[src/rtl/fwd_pkg.sv]
// rtl/fwd_pkg.sv - bypass select codes and scoreboard state type for fwd_hazard_unit
package fwd_pkg;

  localparam logic [1:0] FWD_RF    = 2'b00;
  localparam logic [1:0] FWD_MEMWB = 2'b01;
  localparam logic [1:0] FWD_EXMEM = 2'b10;
  localparam logic [1:0] FWD_LONG  = 2'b11;

  typedef enum logic {SB_IDLE, SB_BUSY} sb_state_t;

endpackage

[src/rtl/fwd_src_sel.sv]
// rtl/fwd_src_sel.sv - bypass select for one EX source operand
module fwd_src_sel
  import fwd_pkg::*;
#(
  parameter int REGW = 5
) (
  input  logic [REGW-1:0] src,
  input  logic [REGW-1:0] exmem_rd,
  input  logic            exmem_regwrite,
  input  logic            long_wb,
  input  logic [REGW-1:0] long_rd,
  input  logic [REGW-1:0] memwb_rd,
  input  logic            memwb_regwrite,
  output logic [1:0]      sel
);

  // Youngest producer wins: EX/MEM, then the long unit, then MEM/WB.
  always_comb begin
    sel = FWD_RF;
    if (exmem_regwrite && exmem_rd != '0 && exmem_rd == src)
      sel = FWD_EXMEM;
    else if (long_wb && long_rd != '0 && long_rd == src)
      sel = FWD_LONG;
    else if (memwb_regwrite && memwb_rd != '0 && memwb_rd == src)
      sel = FWD_MEMWB;
  end

endmodule

[src/rtl/fwd_hazard_unit.sv]
// rtl/fwd_hazard_unit.sv - operand bypass, load-use and long-op scoreboard stalls
// Optional statistics counters built when FWD_STATS_EN is defined.
module fwd_hazard_unit
  import fwd_pkg::*;
#(
  parameter int NSRC = 2,
  parameter int REGW = 5,
  parameter int LATW = 4,
  parameter int CNTW = 16
) (
  input  logic                 clock,
  input  logic                 reset_n,
  input  logic [NSRC*REGW-1:0] id_src,
  input  logic [NSRC-1:0]      id_src_used,
  input  logic [REGW-1:0]      id_rd,
  input  logic                 id_regwrite,
  input  logic                 id_long,
  input  logic [NSRC*REGW-1:0] idex_src,
  input  logic [REGW-1:0]      idex_rd,
  input  logic                 idex_memread,
  input  logic                 long_issue,
  input  logic [LATW-1:0]      long_lat,
  input  logic [REGW-1:0]      exmem_rd,
  input  logic                 exmem_regwrite,
  input  logic [REGW-1:0]      memwb_rd,
  input  logic                 memwb_regwrite,
  output logic [NSRC*2-1:0]    fwd_sel,
  output logic                 stall,
  output logic                 flush_idex,
  output logic                 long_wb,
  output logic [REGW-1:0]      long_rd_o,
  output logic [CNTW-1:0]      stat_fwd,
  output logic [CNTW-1:0]      stat_stall
);

  sb_state_t       state;
  logic [LATW-1:0] cnt;
  logic [REGW-1:0] lrd;
  logic [LATW-1:0] lat_eff;

  assign lat_eff   = (long_lat == '0) ? LATW'(1) : long_lat;
  assign long_wb   = (state == SB_BUSY) && (cnt == LATW'(1));
  assign long_rd_o = lrd;

  always_ff @(posedge clock or negedge reset_n) begin
    if (!reset_n) begin
      state <= SB_IDLE;
      cnt   <= '0;
      lrd   <= '0;
    end else begin
      case (state)
        SB_IDLE: begin
          if (long_issue) begin
            state <= SB_BUSY;
            cnt   <= lat_eff;
            lrd   <= idex_rd;
          end
        end
        SB_BUSY: begin
          if (cnt == LATW'(1)) begin
            // The writeback cycle can accept the next long op directly.
            if (long_issue) begin
              cnt <= lat_eff;
              lrd <= idex_rd;
            end else begin
              state <= SB_IDLE;
              cnt   <= '0;
            end
          end else begin
            cnt <= cnt - LATW'(1);
`ifndef SYNTHESIS
            if (long_issue)
              $error("fwd_hazard_unit: long_issue while long unit busy (cnt=%0d)", cnt);
`endif
          end
        end
        default: state <= SB_IDLE;
      endcase
    end
  end

  genvar g;
  generate
    for (g = 0; g < NSRC; g++) begin : g_src
      fwd_src_sel #(.REGW(REGW)) u_sel (
        .src            (idex_src[g*REGW +: REGW]),
        .exmem_rd       (exmem_rd),
        .exmem_regwrite (exmem_regwrite),
        .long_wb        (long_wb),
        .long_rd        (lrd),
        .memwb_rd       (memwb_rd),
        .memwb_regwrite (memwb_regwrite),
        .sel            (fwd_sel[g*2 +: 2])
      );
    end
  endgenerate

  logic busy_gt1;
  logic busy_gt2;
  assign busy_gt1 = (state == SB_BUSY) && (cnt > LATW'(1)) && (lrd != '0);
  assign busy_gt2 = (state == SB_BUSY) && (cnt > LATW'(2));

  always_comb begin
    stall = (busy_gt1 && id_regwrite && id_rd == lrd) || (busy_gt2 && id_long);
    for (int i = 0; i < NSRC; i++) begin
      if (id_src_used[i]) begin
        if (idex_memread && idex_rd != '0 && id_src[i*REGW +: REGW] == idex_rd)
          stall = 1'b1;
        if (busy_gt1 && id_src[i*REGW +: REGW] == lrd)
          stall = 1'b1;
      end
    end
  end

  assign flush_idex = stall;

`ifdef FWD_STATS_EN
  always_ff @(posedge clock or negedge reset_n) begin
    if (!reset_n) begin
      stat_fwd   <= '0;
      stat_stall <= '0;
    end else begin
      if ((|fwd_sel) && stat_fwd != '1)
        stat_fwd <= stat_fwd + CNTW'(1);
      if (stall && stat_stall != '1)
        stat_stall <= stat_stall + CNTW'(1);
    end
  end
`else
  assign stat_fwd   = '0;
  assign stat_stall = '0;
`endif

endmodule

[config.mk]
export PLATFORM = sky130hd
export DESIGN_NAME = fwd_hazard_unit
export DESIGN_NICKNAME = d
export VERILOG_FILES = /design/src/rtl/fwd_pkg.sv /design/src/rtl/fwd_src_sel.sv /design/src/rtl/fwd_hazard_unit.sv
export SDC_FILE = /design/constraint.sdc
export NUM_CORES = 1
export LEC_CHECK = 0
export ABC_AREA = 0
export CORE_AREA = 2 2 68 70
export CTS_CLUSTER_DIAMETER = 40
export DETAILED_ROUTE_END_ITERATION = 8
export DIE_AREA = 0 0 70 72
export PLACE_DENSITY = 0.8
export SYNTH_ARGS = -nofsm -noshare
export SYNTH_HDL_FRONTEND = slang
export SYNTH_SLANG_ARGS = --single-unit
[constraint.sdc]
create_clock -name clock -period 2.05 [get_ports clock]
set_input_delay 0.3075 -clock clock [delete_from_list [all_inputs] [get_ports clock]]
set_output_delay 0.3075 -clock clock [all_outputs]
set_load 0.1 [all_outputs]
# [Word-level counts from Yosys, hierarchy flattened]
# Cells that the tools add are included.
[classes] addsub=1 muxes=23 n_bitwise=1 reduce_logical=27 eq_ne=14 n_lt_le_gt_ge=2
[op_table] op="$eq 5x5->1" count=11
[op_table] op="$logic_and 1x1->1" count=21
[op_table] op="$reduce_bool 5->1" count=4
[op_table] op="$mux 4" count=4
[op_table] op="$mux 1" count=10
[op_table] op="$mux 5" count=2
[op_table] op="$pmux 5 s2" count=1
[op_table] op="$mux 2" count=4
[op_table] op="$pmux 4 s2" count=1
[op_table] op="$eq 4x1->1 const B" count=1
[op_table] op="$gt 4x1->1 const B" count=1
[op_table] op="$gt 4x2->1 const B" count=1
[op_table] op="$logic_not 4->1" count=1
[op_table] op="$sub 4x1->4 const B" count=1
[op_table] op="$ne 2x1->1 const B" count=1
[op_table] op="$ne 2x2->1 const B" count=1
[op_table] op="$pmux 1 s2" count=1
[op_table] op="$logic_or 1x1->1" count=1
[op_table] op="$not 1->1" count=1
[word_totals] out_inout_bits=44 word_cells=71 regBits=10 input_bits=54

# [Logic depth before layout (Yosys ltp)]
# Gate-level depths: netlist of the first run.
[logic_depth] depth_word=12 mapped_depth=7

# [By module]
# From an unflattened synthesis of the first run, not the netlist that was laid out.
[hier_totals] cells_unflattened=189 area_unflattened_um2=1546.5
[modules_own_cells] mod="fwd_hazard_unit" seq_area_each_um2=250.2 instances=1 area_each_um2=1093.5 cells_each=125
[modules_own_cells] mod="fwd_src_sel" seq_area_each_um2=0.0 instances=2 area_each_um2=226.5 cells_each=32

# [Least setup slack after synthesis of the first run]
# OpenSTA, ideal clock, no wires.
[synth_path] path_kind="reg-to-output" start="reg lrd[1], in the netlist long_rd_o[1]" end="out fwd_sel[0]" required_ns=1.742 slack_ns=-1.166 t_arrival_ns=2.909 path_stages_with_launch=7 n_path_buf=1 cell_sequence="dfrtp_1 buf_2 nor3_1 nand2_1 nand2_2 or4_4 a21oi_2"
[synth_between] elab_chain_len=5 word_cells_on_any_way=6
[synth_rtl] element="start, declared" line="fwd_hazard_unit.sv:38" source="logic [REGW-1:0] lrd;"
[synth_rtl] element="start signal, assigned" line="fwd_hazard_unit.sv:56" source="lrd <= idex_rd;"
[synth_rtl] element="start signal, assigned" line="fwd_hazard_unit.sv:64" source="lrd <= idex_rd;"
[synth_rtl] element="$reduce_bool 5->1" line="fwd_src_sel.sv:22" source="else if (long_wb && long_rd != '0 && long_rd == src)"
[synth_rtl] element="$logic_and 1x1->1" line="fwd_src_sel.sv:22"
[synth_rtl] element="$logic_and 1x1->1 (*)" line="fwd_src_sel.sv:22"
[synth_rtl] element="$mux 2 (*)" line="fwd_src_sel.sv:22"
[synth_rtl] element="$mux 2 (*)" line="fwd_src_sel.sv:20" source="if (exmem_regwrite && exmem_rd != '0 && exmem_rd == src)"
[synth_rtl] element="end, declared" line="fwd_hazard_unit.sv:27" source="output logic [NSRC*2-1:0] fwd_sel,"
# Mark *: on every way between the ends. The rest lies on a longest branch, timed or not.

# [Final worst setup path of the first run]
[layout_path] start="reg lrd[0], in the netlist long_rd_o[0]" end="out fwd_sel[2]"
# Same word-level chain as after synthesis.

==> metrics.sh, run 1 <==
SYNTHDOMINANTCELLAREASHARE=0.1815
R2R.WORST_PATH.CELLS=6
YOSYS.CELL_TYPES.COUNT=39
TRITONCTS='done'
CP_CELL_SEQUENCE='xnor2_2 > nand3_1 > or4_4 > a21oi_4 > buf_12'
DIE-HEIGHT_UM=72
GR-USAGE-ALL-LAYERS=0.1761
DIE_W_UM=70
ANTENNADIODECOUNT=0
CTS-ROOT-TO-SINK-BUFFERS=2
WIRELENGTH_UM=4565
DETAILROUTE.VIA_COUNT=1512
GRT_MAX_DEGREE=11
SETUP.WORST_PATH.START_CLASS='flop'
REG2REG_FROM='cnt[1]'
WORSTPATHARRIVAL_NS=1.97
STD_CELL_ROWS=24
WORST_SETUP_HOLD_PATH_CLK_SLEW_NS=0.05
DRC=0
HOLD_VIOLATIONS=0
MAX_CLOCK_FREQ_MHz=438.6
TOTAL_DIE_AREA_UM2=5040
FINAL_GLOBAL_ROUTE_OVERFLOW_TOTAL=0
DRIVE_GT1_FRAC=0.3370
CRIT_REQUIRED_NS=1.74
NUM_IO_PINS=98
WORST_SETUP_PATH_STARTPOINT='long_rd_o[0]'
DRTANTENNAVIOLNETS=0
CELLPOWERDENSITY_nW_PER_UM2=1212
SYNTH_AREA_LEADER_CELL='sky130_fd_sc_hd__xor2_1'
ROUTED_WIRELENGTH_NORMALIZED_BY_INSTANCE_COUNT_UM=13.92
GRT_SETUP_UNREPAIRED='true'
GRT_PASS1_WL_UM=7079
CRITICAL_PATH.TOP_DELAY_FAMILY='simple AND/OR/NAND/NOR gates'
MAX_CAP_VIOL_COUNT=0
PLACE.DETAILED.HPWL_UM=3811
POST_SYNTH_MAIN_AREA_CONTRIBUTORS='sky130_fd_sc_hd__xor2_1 (18%), sky130_fd_sc_hd__dfrtp_1 (16%), sky130_fd_sc_hd__buf_4 (16%), sky130_fd_sc_hd__xnor2_1 (13%), sky130_fd_sc_hd__nand3_1 (4.2%)'
STATIC-LEAKAGE-POWER_nW=1.134
CRIT_PATH_MAX_FANOUT=7
ASYNC_FLOP_SHARE=1.000
ENDPOINT_KIND='primary output'
FIRSTDRTPASSITERS=4
POST_CTS_HOLD_FIX_BUFS=0
FINAL_SETUP_VIOLS=6
CRITICAL_PATH_CELL_COUNT=5
DESIGN.CORE.AREA_UM2=4264
COMMONEST_CELLS_AFTER_ROUTING_FILL_AND_TAPS_ASIDE='sky130_fd_sc_hd__clkdlybuf4s50_1 (40), sky130_fd_sc_hd__buf_4 (40), sky130_fd_sc_hd__conb_1 (32)'
SYNTH-EDFF-COUNT=0
FRACTION_OF_THE_YOSYS_AREA_TAKEN_BY_SEQUENTIAL_CELLS=0.1621
FINAL_MIN_PERIOD_OVER_CLOCK_PERIOD=1.112
CTS_INSERTED_BUFFERS=3
ANTENNA_VIOLATIONS_BEFORE_REPAIR=0
HTREEDEPTH=1
SETUP_WS_NS=-0.2300
DRT_ITER0_MARKERS=73
POST_DRT_VIA_CELL_RATIO=4.610
SYN-INSTANCE-COUNT=178
SYNTHESIS.YOSYS.WARNINGS=0
WORST-R2R-SETUP-SLACK_NS=0.38
YOSYS_REGISTER_BITS=10
STARTING_DENSITY_OF_THE_CORE=0.3621
SYN-CELL-AREA_UM2=1544
CRITICAL_PATH_CLASS='flop to primary output'
R2R-END='cnt[3]'
CRITPATHBUFINV=1
ROOT_BUFFER_CELL='sky130_fd_sc_hd__clkbuf_8'
POST-ROUTE-MIN-PERIOD_NS=2.280
TIMING_MAX_TRANSITION_VIOLATIONS_FINAL=0
OUTCOME='complete, but fails checks'
CTS.SINK_COUNT=10
POSTLAYOUTCOREUTIL=0.6165
FINAL.FILL_COUNT=356
SKEW_NS=0.002147
FINAL_NET_COUNT=334
PLACEMENT.IO_BUFFERS=65
SYNTH_FF_TYPE='sky130_fd_sc_hd__dfrtp_1'
CRIT_PATH_MAX_INCR_DELAY_NS=0.57
INSERTION_DELAY_NS=0.24
FINALWEIGHTEDCONGESTION=0.8756
HOLDWS_NS=0.3902
AREAGROWTHSYNTHTOFINISH_PCT=70.26
VIOLATIONS_IN_THE_FINAL_REPORTS='setup timing'
POSTSYNTHAREAPERCELL_UM2=8.674
CRITICAL_PATH.ENDPOINT='fwd_sel[2]'
HOLD_PATH_CLASS='input port to asynchronous set/reset pin'
GRT_PASS1_VIAS=1538
POWER.IR.VDD_WORST_mV=0.9175
CRIT_PATH_TOP_DELAY_CELL='sky130_fd_sc_hd__or4_4'
[cells by family (layout without fill, tap and decap cells)]
| logic type | after synthesis | after routing | share of synthesized area |
|---|---|---|---|
| xor+xnor | 55 | 55 | 0.3120 |
| mux | 6 | 6 | 0.04295 |
| other cells | 1 | 32 | 0.002429 |
| compound gates | 19 | 19 | 0.08672 |
| flops | 10 | 10 | 0.1621 |
| fa+ha+maj | 3 | 3 | 0.02431 |
| simple gates | 43 | 43 | 0.1710 |
| buf+inv | 41 | 108 | 0.1985 |
[stage by stage]
stage               setup slack, ns  power [mW]  cell area, µm²  std cells  setup TNS (ns)
CTS                         -0.2428       3.128            2581        326          -1.267
floorplan                   -0.4580       2.288            1760        209          -1.709
global placement            -0.3232       2.772            2459        321          -1.868
finish                      -0.2300       3.187            2629        328          -1.190
global route                -0.2787       3.331            2629        328          -1.512
detailed placement          -0.3833       2.818            2459        321          -2.145
[how the worst min path moves through the flow]
| stage | slack, ns | cells after the start | to | startpoint |
|---|---|---|---|---|
| floorplan | 0.01 | 0 | cnt[0] | reset_n |
| global placement | 0.55 | 1 | cnt[3] | cnt[3] |
| detailed placement | 0.54 | 1 | cnt[3] | cnt[3] |
| CTS | 0.40 | 1 | cnt[2] | reset_n |
| global route | 0.43 | 1 | long_rd_o[4] | reset_n |
| finish | 0.39 | 1 | cnt[2] | reset_n |
[cell usage after synthesis, types with 3 or more instances]
cell type                   n
sky130_fd_sc_hd__dfrtp_1   10
sky130_fd_sc_hd__nor4_1     7
sky130_fd_sc_hd__buf_2      3
sky130_fd_sc_hd__or4_1      3
sky130_fd_sc_hd__nand3_1   13
sky130_fd_sc_hd__nor3_1     4
sky130_fd_sc_hd__xnor2_1   23
sky130_fd_sc_hd__xor2_1    32
sky130_fd_sc_hd__mux2_2     5
sky130_fd_sc_hd__o21ai_0    6
sky130_fd_sc_hd__nand2b_1   3
sky130_fd_sc_hd__nor2_1     3
sky130_fd_sc_hd__buf_4     33
sky130_fd_sc_hd__ha_1       3
[report_power, final]
part	internal, mW	total (mW)	switching (mW)
clock	0.169	0.248	0.0787
sequential	0.334	0.545	0.211
combinational	0.933	2.39	1.46
[flip-flops by register name, indices dropped and copies added (netlist names)]
name	cells
cnt	4
long_rd_o	5
state	1
[routing by layer]
metal	track usage	vias to the layer above	part of all wire
met5	0	-	0
met4	0.05556	0	0.015
met3	0.01944	8	0.051
met2	0.3344	70	0.53
met1	0.2077	696	0.40
li1	-	738	-
[final cells by class]
type,count,area [µm²],share of cell area
inverter,2,7.507,0.002856
sequential,10,269.0,0.1023
multi-input combinational,158,1251,0.4760
clock buffer,4,55.05,0.02094
timing repair buffer,102,980.9,0.3732
tap,52,65.06,0.02475
[timing repair]
| action | CTS | global route |
|---|---|---|
| hold endpoints to repair | 0 | 0 |
| endpoints found under the setup margin | 6 | 6 |
| setup buffers | 1 | 2 |
| pin swaps | 8 | 8 |
| resized for setup | 27 | 7 |
Power figures use the tool's default switching activity.
==> run 2: changes to the inputs <==
--- a/config.mk
+++ b/config.mk
@@ -6,11 +6,11 @@
 export NUM_CORES = 1
 export LEC_CHECK = 0
 export ABC_AREA = 0
-export CORE_AREA = 2 2 68 70
+export CORE_AREA = 2 2 75 77
 export CTS_CLUSTER_DIAMETER = 40
 export DETAILED_ROUTE_END_ITERATION = 8
-export DIE_AREA = 0 0 70 72
-export PLACE_DENSITY = 0.8
+export DIE_AREA = 0 0 77 79
+export PLACE_DENSITY = 0.68
 export SYNTH_ARGS = -nofsm -noshare
 export SYNTH_HDL_FRONTEND = slang
 export SYNTH_SLANG_ARGS = --single-unit
==> run 2 against run 1 <==
Compared with the run above:
- highest routed layer unchanged
- sequential power is 4.8% lower
- largest power group unchanged
- sequential share of layout area is 0.29 points lower
- clock skew is 0.0063 ns higher
- critical path type unchanged
- worst hold slack better by 0.0027 ns
- the run still ends with setup timing left
- maximum frequency is 0.35% lower
==> metrics.sh, run 2 (synthesis gave the netlist of run 1 again) <==
OUTCOME='complete, but fails checks'
VIOLATIONS_IN_THE_FINAL_REPORTS='setup timing'
CRITPATHBUFINV=2  # +1
ANTENNA_VIOLATIONS_BEFORE_REPAIR=0  # unchanged
ROOT_BUFFER_CELL='sky130_fd_sc_hd__clkbuf_8'
POST-ROUTE-MIN-PERIOD_NS=2.288  # +0.008085 ns
GRT_SETUP_UNREPAIRED='true'
GROUTE.LAYER.MET3.USAGE=0.03068  # +0.01124
PLACEDCELLCOUNT=343  # +6.9%
FINALWEIGHTEDCONGESTION=0.8498  # -2.9%
MAX_CAP_VIOL_COUNT=0  # unchanged
DRC=0  # unchanged
CRIT_PATH_TOP_DELAY_CELL='sky130_fd_sc_hd__or4_4'
TIMING_MAX_TRANSITION_VIOLATIONS_FINAL=0  # unchanged
ANTENNADIODECOUNT=0  # unchanged
FINAL_NET_COUNT=336  # +0.60%
FINAL.FILL_COUNT=508  # +43%
CRITICAL_PATH.TOP_DELAY_FAMILY='simple AND/OR/NAND/NOR gates'
CP_CELL_SEQUENCE='inv_2 > ha_4 > and3_4 > nand2_4 > or4_4 > a21oi_4 > buf_12'
WORST_SETUP_HOLD_PATH_CLK_SLEW_NS=0.06  # about the same
DESIGN.CORE.AREA_UM2=5338  # +25%
MAX_CLOCK_FREQ_MHz=437.0  # -0.35%
PLACEMENT.IO_BUFFERS=65  # unchanged
CRITICAL_PATH_CLASS='flop to primary output'
CRIT_PATH_MAX_INCR_DELAY_NS=0.56  # about the same
WORST-R2R-SETUP-SLACK_NS=0.39  # about the same
NUM_IO_PINS=98  # unchanged
STATIC-LEAKAGE-POWER_nW=1.157  # +2.0%
SEQUENTIALPOWERSHARE=0.160  # -0.011
GRT_MAX_DEGREE=11  # unchanged
GR-USAGE-ALL-LAYERS=0.1577  # -0.01844
CRIT_PATH_MAX_FANOUT=2  # -5
POST_CTS_HOLD_FIX_BUFS=0  # unchanged
GRT_PASS1_WL_UM=7693  # +8.7%
FINISH.INSTANCE_AREA_UM2=2706  # +3.0%
POST_LAYOUT_NONFILLER_INSTANCES=350  # +6.7%
TOTAL_SWITCHING_POWER_mW=1.762  # +0.63%
CTS-ROOT-TO-SINK-BUFFERS=2  # unchanged
DETAILROUTE.VIA_COUNT=1540  # +1.9%
DRT_ITER0_MARKERS=27  # -63%
ROUTED_WIRELENGTH_NORMALIZED_BY_INSTANCE_COUNT_UM=13.54  # -2.7%
P_COMB_FRAC=0.771  # +0.020
INSERTION_DELAY_NS=0.24  # about the same
DIE_W_UM=77  # +10%
GRT_USE_MET1=0.1876  # -0.02003
SKEW_NS=0.008442  # +0.006295 ns
STARTING_DENSITY_OF_THE_CORE=0.2893  # -0.07283
NETSWITCHINGFRACTION=0.5448  # -0.004624
HOLD_PATH_CLASS='input port to asynchronous set/reset pin'
POWER.CLOCK.FRACTION=0.068  # -0.010
WORSTPATHARRIVAL_NS=1.98  # about the same
FINAL_MIN_PERIOD_OVER_CLOCK_PERIOD=1.116  # +0.003944
PLACE.DETAILED.HPWL_UM=3804  # -0.20%
CTS.SINK_COUNT=10  # unchanged
FINAL_GLOBAL_ROUTE_OVERFLOW_TOTAL=0  # unchanged
TOTAL_DIE_AREA_UM2=6083  # +21%
DIE-HEIGHT_UM=79  # +9.7%
TRITONCTS='done'
FINAL_SETUP_VIOLS=6  # unchanged
CELLPOWERDENSITY_nW_PER_UM2=1195  # -1.4%
HOLD_VIOLATIONS=0  # unchanged
TOP_USAGE_LAYER='met2'
POST_DP_CELL_AREA_UM2=2511  # +2.1%
DRIVE_GT1_FRAC=0.3417  # +0.004770
LAYOUT_COMMONEST_CELL='sky130_fd_sc_hd__clkdlybuf4s50_1'
CTS_INSERTED_BUFFERS=3  # unchanged
HTREEDEPTH=1  # unchanged
SETUP_WS_NS=-0.2381  # -0.008085 ns
WIRELENGTH_UM=4740  # +3.8%
FIRSTDRTPASSITERS=4  # unchanged
COMMONEST_CELLS_AFTER_ROUTING_FILL_AND_TAPS_ASIDE='sky130_fd_sc_hd__clkdlybuf4s50_1 (42), sky130_fd_sc_hd__buf_4 (40), sky130_fd_sc_hd__xor2_1 (32), sky130_fd_sc_hd__conb_1 (32), sky130_fd_sc_hd__xnor2_1 (19)'
GR_UTIL_MET2=0.2939  # -0.04053
ENDPOINT_KIND='primary output'
CRIT_REQUIRED_NS=1.74  # about the same
STD_CELL_ROWS=27  # +13%
GRT_PASS1_VIAS=1566  # +1.8%
POWER.IR.VDD_WORST_mV=0.9161  # -0.15%
LARGEST_REGISTER_FF_COUNT=5  # unchanged
SETUP.WORST_PATH.START_CLASS='flop'
INTERNAL-POWER_mW=1.472  # +2.5%
POST_DRT_VIA_CELL_RATIO=4.400  # -4.6%
AREAGROWTHSYNTHTOFINISH_PCT=75.28
DRTANTENNAVIOLNETS=0  # unchanged
==> run 2: path summary, 6_finish.rpt <==
path,to,from,cells past startpoint
worst min-delay path,long_rd_o[3],reset_n,1
max in group asynchronous,long_rd_o[1],reset_n,1
worst max-delay path,fwd_sel[2],cnt[1],7
worst max register to register,cnt[2],cnt[0],5
worst min register to register,cnt[3],cnt[3],1
min in group clock,cnt[3],cnt[3],1
==> run 2: what timing repair did <==
action | in CTS | in global routing
endpoints found under the setup margin | 6 | 6
gates resized for setup | 25 | 10
setup buffers | 3 | 0
pin swaps | 12 | 3
==> run 2: cell type report <==
| cell class | instances | area, µm² | area share |
|---|---|---|---|
| Multi-Input combinational cell | 158 | 1271 | 0.4697 |
| Timing Repair Buffer | 104 | 1023 | 0.3782 |
| Sequential cell | 10 | 269.0 | 0.09940 |
| Tap cell | 72 | 90.09 | 0.03329 |
| Clock buffer | 4 | 45.04 | 0.01664 |
| Inverter | 2 | 7.507 | 0.002774 |
==> run 2: power by group through the flow <==
stage | clock, mW | sequential (mW) | combinational [mW]
2_1_floorplan | 0 | 0.801 | 1.49
3_3_place_gp | 0 | 0.515 | 2.30
3_5_place_dp | 0 | 0.519 | 2.33
4_1_cts | 0.221 | 0.507 | 2.45
5_1_grt | 0.237 | 0.536 | 2.64
6_report | 0.221 | 0.519 | 2.49
==> run 2: layer usage <==
layer | part of all wire | wire length (µm)
met5 | 0 | 0
met4 | 0.012 | 55
met3 | 0.059 | 280
met2 | 0.51 | 2425
met1 | 0.42 | 1978
==> run 2: metrics by stage <==
stage                     setup TNS [ns]  utilization  power, mW  setup WS (ns)  hold WS [ns]
final                             -1.335       0.5070      3.234        -0.2381        0.3930
after global routing              -1.703       0.5070      3.414        -0.3139        0.4332
after CTS                         -1.295       0.4962      3.181        -0.2441        0.4153
after detailed placement          -2.020       0.4705      2.846        -0.3799        0.5682
after global placement            -1.929       0.4705      2.815        -0.3618        0.5456
after floorplan                   -1.709            -      2.288        -0.4580       0.01191
==> edit: new RTL, flow settings as in run 1 <==
`REGW` is set to 5 in 2 places; all go to 6.
--- a/src/rtl/fwd_src_sel.sv
+++ b/src/rtl/fwd_src_sel.sv
@@ -4,3 +4,3 @@
 #(
-  parameter int REGW = 5
+  parameter int REGW = 6
 ) (
--- a/src/rtl/fwd_hazard_unit.sv
+++ b/src/rtl/fwd_hazard_unit.sv
@@ -6,3 +6,3 @@
   parameter int NSRC = 2,
-  parameter int REGW = 5,
+  parameter int REGW = 6,
   parameter int LATW = 4,
Interface: changed (7 resized); port bits go from 98 to 107. The function was not compared with the original's and may differ.
==> edit against run 1 <==
The run still ends with negative setup slack left; area after synthesis is 8.1% higher; wire length is 20% higher; power is 11% higher; sequential share of layout area is 0.46 points lower; worst setup slack worse by 0.085 ns; sequential cell count is 1 higher; hold slack better by 0.021 ns; design area is 16% higher; largest cell class unchanged; largest power group unchanged.
==> edit: results (changes against run 1) <==
Status
  • Status: finished with violations
  • Failing checks: negative setup slack

Yosys
  • Post-Synth Adder-Cell Area: 2.25% (-0.18 points)
  • Sequential element share of the synthesized area: 16.5% (+0.28 points)
  • Synth Area in XOR/XNOR: 34.6% (+3.4 points)
  • Post-synth top cells: 34 x xnor2_1, 33 x buf_4, 32 x xor2_1
  • Cell variety after synth: 36 (-7.7%)
  • Compound-cell area share of the yosys netlist: 8.25% (-0.43 points)
  • Main area contributors after synthesis: xnor2_1 18%, xor2_1 17%, dfrtp_1 16%
  • Multiplexer share of the synthesized area: 4.65% (+0.35 points)

Power
  • Maximum VDD drop: 0.00114 V (+24%)
  • Static Leak: 0.00129 µW (+13%)
  • Switching part of the total: 54.3% (-0.68 points)

Drt
  • Initial drt markers: 43 (-41%)
  • Vias: 1715 (+13%)

Setup path
  • Worst-path fanout max: 3 (-4)
  • Data arrival, critical path: 2.06 ns (+0.09 ns)
  • Worst setup path start: long_rd_o[1]$_DFFE_PN0P_
  • RR Startpoint: cnt[2]$_DFFE_PN0P_

GRT
  • Gr usage total: 21.3% (+3.7 points)
  • First-pass GRT wire length: 8580 µm (+21%)
  • Vias in the first global route: 1825 (+19%)
  • Largest net degree at the start of global routing: 12 (+1)

Placed design
  • RePlAce Congestion: 0.840 (-4.1%)
  • Port Buf Inserts: 74 (+14%)

STA
  • # setup viols final: 6 (unchanged)
  • Final setup margin: -0.315 ns (-0.0852 ns)
  • Skew final: 0.000874 ns (-0.00127 ns)

Layout
  • Layout cell share with drive strength beyond 1: 34.1% (+0.40 points)
  • Number of flip-flops in the largest register: 6 (+1)
## edit: what timing repair did
item | CTS | global route
gates resized for setup | 39 | 10
pin swaps | 24 | 8
endpoints found under the setup margin | 6 | 6
buffers inserted | 6 | 1
## edit: stage by stage
| step | hold WS [ns] | worst slack [ns] | total power, µW | cells | cell area [µm²] |
|---|---|---|---|---|---|
| 2_1_floorplan | 0.0119 | -0.694 | 2420 | 224 | 1940 |
| 3_3_place_gp | 0.485 | -0.492 | 3030 | 349 | 2780 |
| 3_5_place_dp | 0.496 | -0.520 | 3080 | 349 | 2780 |
| 4_1_cts | 0.425 | -0.275 | 3500 | 359 | 3000 |
| 5_1_grt | 0.455 | -0.370 | 3720 | 360 | 3050 |
| 6_report | 0.411 | -0.315 | 3540 | 360 | 3050 |
## edit: kinds of logic after synthesis
| kind of cell | count (synthesis) |
|---|---|
| compound gates | 18 |
| xor+xnor | 66 |
| fa+ha+maj | 3 |
| buf+inv | 44 |
| flops | 11 |
| mux | 7 |
| other cells | 1 |
| simple gates | 43 |
## edit: cell type report
class,instances,area (µm²),area share (%)
Multi-Input combinational cell,169,1450,47.5
Timing Repair Buffer,121,1180,38.7
Sequential cell,11,298,9.77
Tap cell,52,65.1,2.13
Clock buffer,4,45.0,1.48
Inverter,3,11.3,0.369
## edit: per-layer routing
layer  track usage [%]  vias to the layer above  part of all wire, %
met5                 0                        -                    0
met4              3.85                        0                 0.62
met3              3.33                        4                  5.0
met2              42.5                       67                   56
met1              23.9                      813                   38
li1                  -                      831                    -
## edit: path summary, 6_finish.rpt
path / endpoint / slack [ns]
max in group asynchronous: long_rd_o[4]$_DFFE_PN0P_ / 1.25
worst max-delay path: stall / -0.32
worst min register to register: cnt[3]$_DFFE_PN0P_ / 0.51
worst max register to register: long_rd_o[3]$_DFFE_PN0P_ / 0.23
worst min-delay path: cnt[0]$_DFFE_PN0P_ / 0.41
min in group clock: cnt[3]$_DFFE_PN0P_ / 0.51
## edit: critical path, cell delays in order, from the launching register on
cell and delay (ns):
dfrtp_4 0.50, xor2_2 0.15, nor4_2 0.30, and4_4 0.28, a31oi_4 0.10, o2111ai_4 0.27, buf_12 0.21
## edit: power groups by stage
stage	Clock (µW)	Sequential [µW]	Combinational (µW)
3_5_place_dp	0	584	2490
5_1_grt	232	595	2900
2_1_floorplan	0	899	1520
3_3_place_gp	0	580	2450
6_report	217	570	2750
4_1_cts	220	567	2710
